--- src/rtl/cache_fill_fsm.sv ---
// Purpose: cache miss fill engine; fetches the 8-word aligned block and streams it into the data/tag arrays.
// Latency: busy and first read the cycle after the miss is sampled; done on the 8th returned word.
// Backpressure: none from memory; waits in FILL indefinitely for returns, stalls the CPU via fsm_busy.
module cache_fill_fsm #(
  parameter int BLOCK_WORDS = 8
) (
  input  logic        clk,
  input  logic        rst_n,
  input  logic        miss_detected,
  input  logic [15:0] miss_address,
  output logic        fsm_busy,
  output logic        mem_read,
  output logic [15:0] mem_addr,
  input  logic        mem_data_valid,
  input  logic [15:0] mem_data,
  output logic        data_we,
  output logic [15:0] fill_addr,
  output logic [15:0] fill_data,
  output logic        tag_we
);

  typedef enum logic {
    IDLE = 1'b0,
    FILL = 1'b1
  } state_t;

  localparam logic [3:0] NUM_WORDS = 4'(BLOCK_WORDS);
  localparam logic [3:0] LAST_WORD = 4'(BLOCK_WORDS - 1);

  state_t      state_q, state_d;
  logic [15:0] base_q, base_d;
  logic [3:0]  issue_cnt_q, issue_cnt_d;
  logic [3:0]  recv_cnt_q, recv_cnt_d;

  logic        in_fill;
  logic        issue_now;
  logic        recv_now;
  logic        last_recv;
  logic [15:0] issue_off;
  logic [15:0] recv_off;

  // Decode of current state; miss_detected never reaches any output.
  always_comb begin
    in_fill   = (state_q == FILL);
    issue_now = in_fill && (issue_cnt_q < NUM_WORDS);
    recv_now  = in_fill && mem_data_valid;
    last_recv = recv_now && (recv_cnt_q == LAST_WORD);
    // Offsets stay within the low nibble, so adding to an aligned base never carries.
    issue_off = {12'h000, issue_cnt_q[2:0], 1'b0};
    recv_off  = {12'h000, recv_cnt_q[2:0], 1'b0};
  end

  // Output drive: everything is zero outside FILL, including during reset.
  always_comb begin
    fsm_busy  = in_fill;
    mem_read  = issue_now;
    mem_addr  = in_fill ? (base_q + issue_off) : 16'h0000;
    data_we   = recv_now;
    fill_addr = recv_now ? (base_q + recv_off) : 16'h0000;
    fill_data = recv_now ? mem_data : 16'h0000;
    tag_we    = last_recv;
  end

  // Next-state: capture aligned base on a miss, count issues/returns, exit on the last return.
  always_comb begin
    state_d     = state_q;
    base_d      = base_q;
    issue_cnt_d = issue_cnt_q;
    recv_cnt_d  = recv_cnt_q;
    case (state_q)
      IDLE: begin
        if (miss_detected) begin
          base_d      = miss_address & 16'hFFF0;
          issue_cnt_d = 4'd0;
          recv_cnt_d  = 4'd0;
          state_d     = FILL;
        end
      end
      FILL: begin
        if (issue_now) begin
          issue_cnt_d = issue_cnt_q + 4'd1;
        end
        if (recv_now) begin
          recv_cnt_d = recv_cnt_q + 4'd1;
        end
        if (last_recv) begin
          issue_cnt_d = 4'd0;
          recv_cnt_d  = 4'd0;
          state_d     = IDLE;
        end
      end
      default: begin
        state_d = IDLE;
      end
    endcase
  end

  // State registers; reset mid-fill abandons the block without a tag write.
  always_ff @(posedge clk or negedge rst_n) begin
    if (!rst_n) begin
      state_q     <= IDLE;
      base_q      <= 16'h0000;
      issue_cnt_q <= 4'd0;
      recv_cnt_q  <= 4'd0;
    end else begin
      state_q     <= state_d;
      base_q      <= base_d;
      issue_cnt_q <= issue_cnt_d;
      recv_cnt_q  <= recv_cnt_d;
    end
  end

endmodule
--- config.mk ---
export PLATFORM = sky130hd
export DESIGN_NAME = cache_fill_fsm
export DESIGN_NICKNAME = d
export VERILOG_FILES = /design/src/rtl/cache_fill_fsm.sv
export SDC_FILE = /design/constraint.sdc
export NUM_CORES = 1
export LEC_CHECK = 0
export ABC_AREA = 0
export BUFFER_PORTS_ARGS = -buffer_cell sky130_fd_sc_hd__buf_2
export CORE_MARGIN = 2
export CORE_UTILIZATION = 45
export DETAILED_ROUTE_END_ITERATION = 8
export PLACE_DENSITY = 0.86
export SLEW_MARGIN = 0
export SYNTH_ARGS = -nofsm -noshare
export SYNTH_HDL_FRONTEND = slang
export SYNTH_SLANG_ARGS = --single-unit
--- constraint.sdc ---
create_clock -name clk -period 4.31 [get_ports clk]
set_clock_uncertainty 0.15 [all_clocks]
set_input_delay 0.862 -clock clk [delete_from_list [all_inputs] [get_ports clk]]
set_output_delay 0.862 -clock clk [all_outputs]
set_load 0.05 [all_outputs]
Yosys cells after proc, flatten, opt, wreduce, memory -nomap -nowiden
Index checks and enable logic that the tools add are counted.
- register bits after elaboration: 21
- latch bits: 0
- bits in writable memories: 0
- memory bits (read-only): 0
- input port bits: 36
- word-level logic and storage cells: 33
- memories: 0
- add/subtract/negate cells: 4
- multiply operators: 0
- divide/modulo/power cells: 0
- order comparisons: 1
- equality and inequality tests: 4
- shift-type cells: 0
- muxes and demuxes: 13
- bitwise gates (word level): 1
- reduce and logical (&&, ||, !) cells: 6
- operators with widths (operator ; number):
    $mux W16 ; 3
    $add A16 B4 Y16 ; 2
    $mux W4 ; 5
    $pmux W4 S2 ; 2
    $add A4 B1 Y4 const B ; 2
    $reduce_and A2 Y1 ; 3
    $eq A4 B3 Y1 const B ; 1
    $lt A4 B4 Y1 const B ; 1
    $logic_and A1 B1 Y1 ; 3
    $ne A3 B2 Y1 const B ; 1
    $ne A3 B3 Y1 const B ; 1
    $mux W1 ; 2
    $ne A2 B2 Y1 const B ; 1
    $pmux W1 S2 ; 1
    $not A1 Y1 ; 1

Depth between registers and ports, before layout
- depth after elaboration: 5
- mapped depth: 5
- depth with buffers taken out: 4

Worst setup path after synthesis
OpenSTA, ideal clock, no wires.
- path kind: reg-to-output
- from: reg state_q, in the netlist fsm_busy
- to: out mem_read
- data arrival time: 1797 ps
- required time: 3298 ps
- setup slack: 1501 ps
- stages on the path, launching flop included: 4
- path buffers: 2
- cell sequence: dfrtp_1 > buf_4 > clkbuf_1 > nor2b_1
- cells in the longest elaborated chain, start to end: 1
- RTL lines (item ; RTL line ; RTL):
    from (decl) ; 30 ; state_t state_q, state_d;
    from (signal assigned) ; 106 ; state_q <= state_d;
    $logic_and A1 B1 Y1 ; 45 ; issue_now = in_fill && (issue_cnt_q < NUM_WORDS);
    to (decl) ; 12 ; output logic mem_read,
No other way between the ends.

Final worst setup path
- from: in mem_data_valid
- to: out tag_we
- cells in the longest elaborated chain, start to end: 2
- RTL lines (item ; RTL line ; RTL):
    from (decl) ; 14 ; input logic mem_data_valid,
    $logic_and A1 B1 Y1 ; 46 ; recv_now = in_fill && mem_data_valid;
    $logic_and A1 B1 Y1 ; 47 ; last_recv = recv_now && (recv_cnt_q == LAST_WORD);
    to (decl) ; 19 ; output logic tag_we
No other way between the ends.

==> results.md <==
- Run status: complete, no violations
- FMAX: 336 MHz
- Worst setup path class: input pin to output pin
- Launch point of the worst reg-to-reg path: fsm_busy
- Largest net degree at the start of global routing: 57
- Placeable core region: 2760 sq um
- Category of the worst setup path capture point: output pin
- Pre-CTS worst setup slack: 1.32 ns
- Overflow after GRT: 0
- Final hold vios: 0
- Global-route wire length before repair: 4900 microns
- Final number of max-transition violations: 0
- Leakage Power: 1.03 nW
- Clock latency on the worst-skew pair: 0.30 ns
- Clock Pin Slew Worst Setup and Hold Paths: approximately 0.12 ns
- Number of vias per cell: 5.13
- Path class of the lowest-slack min-delay path: input pin to asynchronous set/reset pin
- Tcrit/Tclk final: 0.691
- Logic depth of the worst register-to-register path: 3
- Final-layout fill cell count: 261
- Setup slack of the worst register-to-register path: 2.54 ns
- Fraction of post-synthesis cell area in the top cell type by area: 0.403
- Number of global-route vias before repair: 1,106
- Power per Cell Area: 863 nW/um^2
- Worst-case setup margin in the final layout: ~1.3 ns
- Placer Congestion: ~0.79
- Cts repair resizes: 0
- Detailed placer's ending HPWL: 2180 microns
- Synth area leaders: dfrtp_1 40%, and3_1 15%, mux2_4 10%
- Buffers on Ports: 81
- Vias after detailed routing: 1,216
- Fin nets: between 200 and 250
- Critical path required time: 3.30 ns
- Die Width: 57.9 microns
- Layout cell share with drive strength beyond 1: 0.495
- Sink count of the clock tree: 21
- Worst setup path startpoint: mem_data_valid
- Max Root-Sink Buffers: 2
- Number of endpoints failing setup at the final stage: 0
- Hold buffer count at CTS: 0
- Mean cell area of the mapped netlist: about 10 sq um
- Boundary Pins: 88
- Antenna diode count: 0
- Floorplan die height: 57.9 microns
- Primary FF master, synth: dfrtp_1
- Initial antenna violation count: 0
- Number of synthesized flops with an enable pin: 0
- Library cell with the largest summed area after synthesis: dfrtp_1
- Clock tree from TritonCTS: done
- Async set or reset register ratio after synthesis: 1.00
- Capturing point of the worst reg2reg path: base_q[4]
- Crit path time final: 2.98 ns
- Proportion of synthesized chip area in sequential cells: 0.403
- Critical Path Start Type: input pin
- Count of standard-cell rows: 19
- Unrepaired setup endpoints after global routing: no
- Total detailed-routing wirelength: roughly 3000 microns
- DRT iter0 DRCs: 30
- Number of distinct library cells after synthesis: 37
- Crit path DAT: 1.97 ns
- Buffers inserted by post-CTS timing repair: 0
- Peak VDD IR: 0.000588 V
- Max-cap violations: 0
- Library cell used as clock root buffer: clkbuf_4
- Layout Area Growth over Synthesis: 32.0%
- DRC violations left: 0
- Yosys reg bits: 21
- Initial core utilization: 0.473
- Crit path max fanout: 34
- Htree depth: 1
- Post-detailed-route count of antenna-violating nets: 0
- Setup tns final: 0 ns
- Cell area after synthesis: 1310 sq um
- Yosys synthesis warning count: 0
- CTS buffer count: 3
- Global Route Usage Sum: 0.187
- Drt first pass iters: 4
- Mean routed wirelength per cell: 12.6 microns
- Cells after synthesis: around 130
- Area of the die: ~3300 sq um
[registers in the layout, indices dropped and copies added, names as in the netlist]
signal and count:
issue_cnt_q 4, fsm_busy 1, base_q 12, recv_cnt_q 4
[metal layers]
metal / part of all wire / wire [microns] / GRT usage / up-vias
li1: - / - / - / 605
met1: 0.44 / 1330 / 0.226 / 559
met2: 0.48 / 1440 / 0.343 / 48
met3: 0.068 / 203 / 0.0357 / 4
met4: 0.0070 / 21 / 0.0399 / 0
met5: 0 / 0 / 0 / -
[report_power, final]
| part | switching, mW | internal, mW |
|---|---|---|
| Sequential | 0.0850 | 0.291 |
| Combinational | 0.702 | 0.313 |
| Clock | 0.0606 | 0.0346 |
[worst max path at each step]
stage	to	cells past startpoint
2_1_floorplan	mem_read	3
6_report	tag_we	5
4_1_cts	tag_we	5
3_3_place_gp	tag_we	5
3_5_place_dp	tag_we	5
5_1_grt	tag_we	5
[cells in the final DEF (no fill, tap or decap), drive strengths merged, types with 2 or more instances in the layout]
master,n
buf,82
and3,31
dfrtp,21
and2,15
mux2,12
inv,6
nor2,3
clkbuf,3
nand2,3
a31oi,2
o22ai,2
nand2b,2
a21o,2
ha,2
conb,2
or2,2
[critical path, stage by stage]
cell and delay (ns):
buf_2 0.36, nand2_2 0.13, inv_2 0.12, and4_1 0.22
buf_2 0.27
[kinds of logic (layout without fill, tap and decap cells)]
logic type / after synthesis / count (layout) / synth area share
compound gates: 12 / 12 / 0.0690
xor+xnor: 1 / 1 / 0.00671
fa+ha+maj: 2 / 2 / 0.0192
buf+inv: 18 / 92 / 0.0671
flops: 21 / 21 / 0.403
mux: 12 / 12 / 0.129
other cells: 1 / 2 / 0.00287
simple gates: 64 / 64 / 0.303
[per-stage QoR]
step	hold slack (ns)	cell area, sq um	power (mW)	utilization	cells
CTS	0.358	1720	1.50	0.625	237
global route	0.368	1720	1.57	0.625	237
global placement	0.358	1700	1.38	0.615	233
finish	0.344	1720	1.49	0.625	237
detailed placement	0.358	1700	1.40	0.615	233
floorplan	0.338	1310	1.20	-	132
[cell usage after synthesis, types with 2 or more instances]
| cell | number |
|---|---|
| nor2_1 | 3 |
| a21o_1 | 2 |
| and3_1 | 31 |
| ha_1 | 2 |
| a31oi_1 | 2 |
| dfrtp_1 | 21 |
| o22ai_1 | 2 |
| nand2b_1 | 2 |
| mux2_2 | 3 |
| mux2_4 | 9 |
| inv_1 | 5 |
| buf_4 | 3 |
| and2_1 | 15 |
| nand2_1 | 2 |
| clkbuf_1 | 7 |
[area by class of cell]
type | count | area [sq um] | share of cell area
Inverter | 6 | 22.5 | 0.0131
Clock buffer | 3 | 22.5 | 0.0131
Sequential cell | 21 | 526 | 0.305
Timing Repair Buffer | 82 | 413 | 0.240
Tap cell | 31 | 38.8 | 0.0225
Clock inverter | 1 | 5.00 | 0.00290
Multi-Input combinational cell | 93 | 696 | 0.404
No activity file was read; power rests on OpenSTA's default activity.
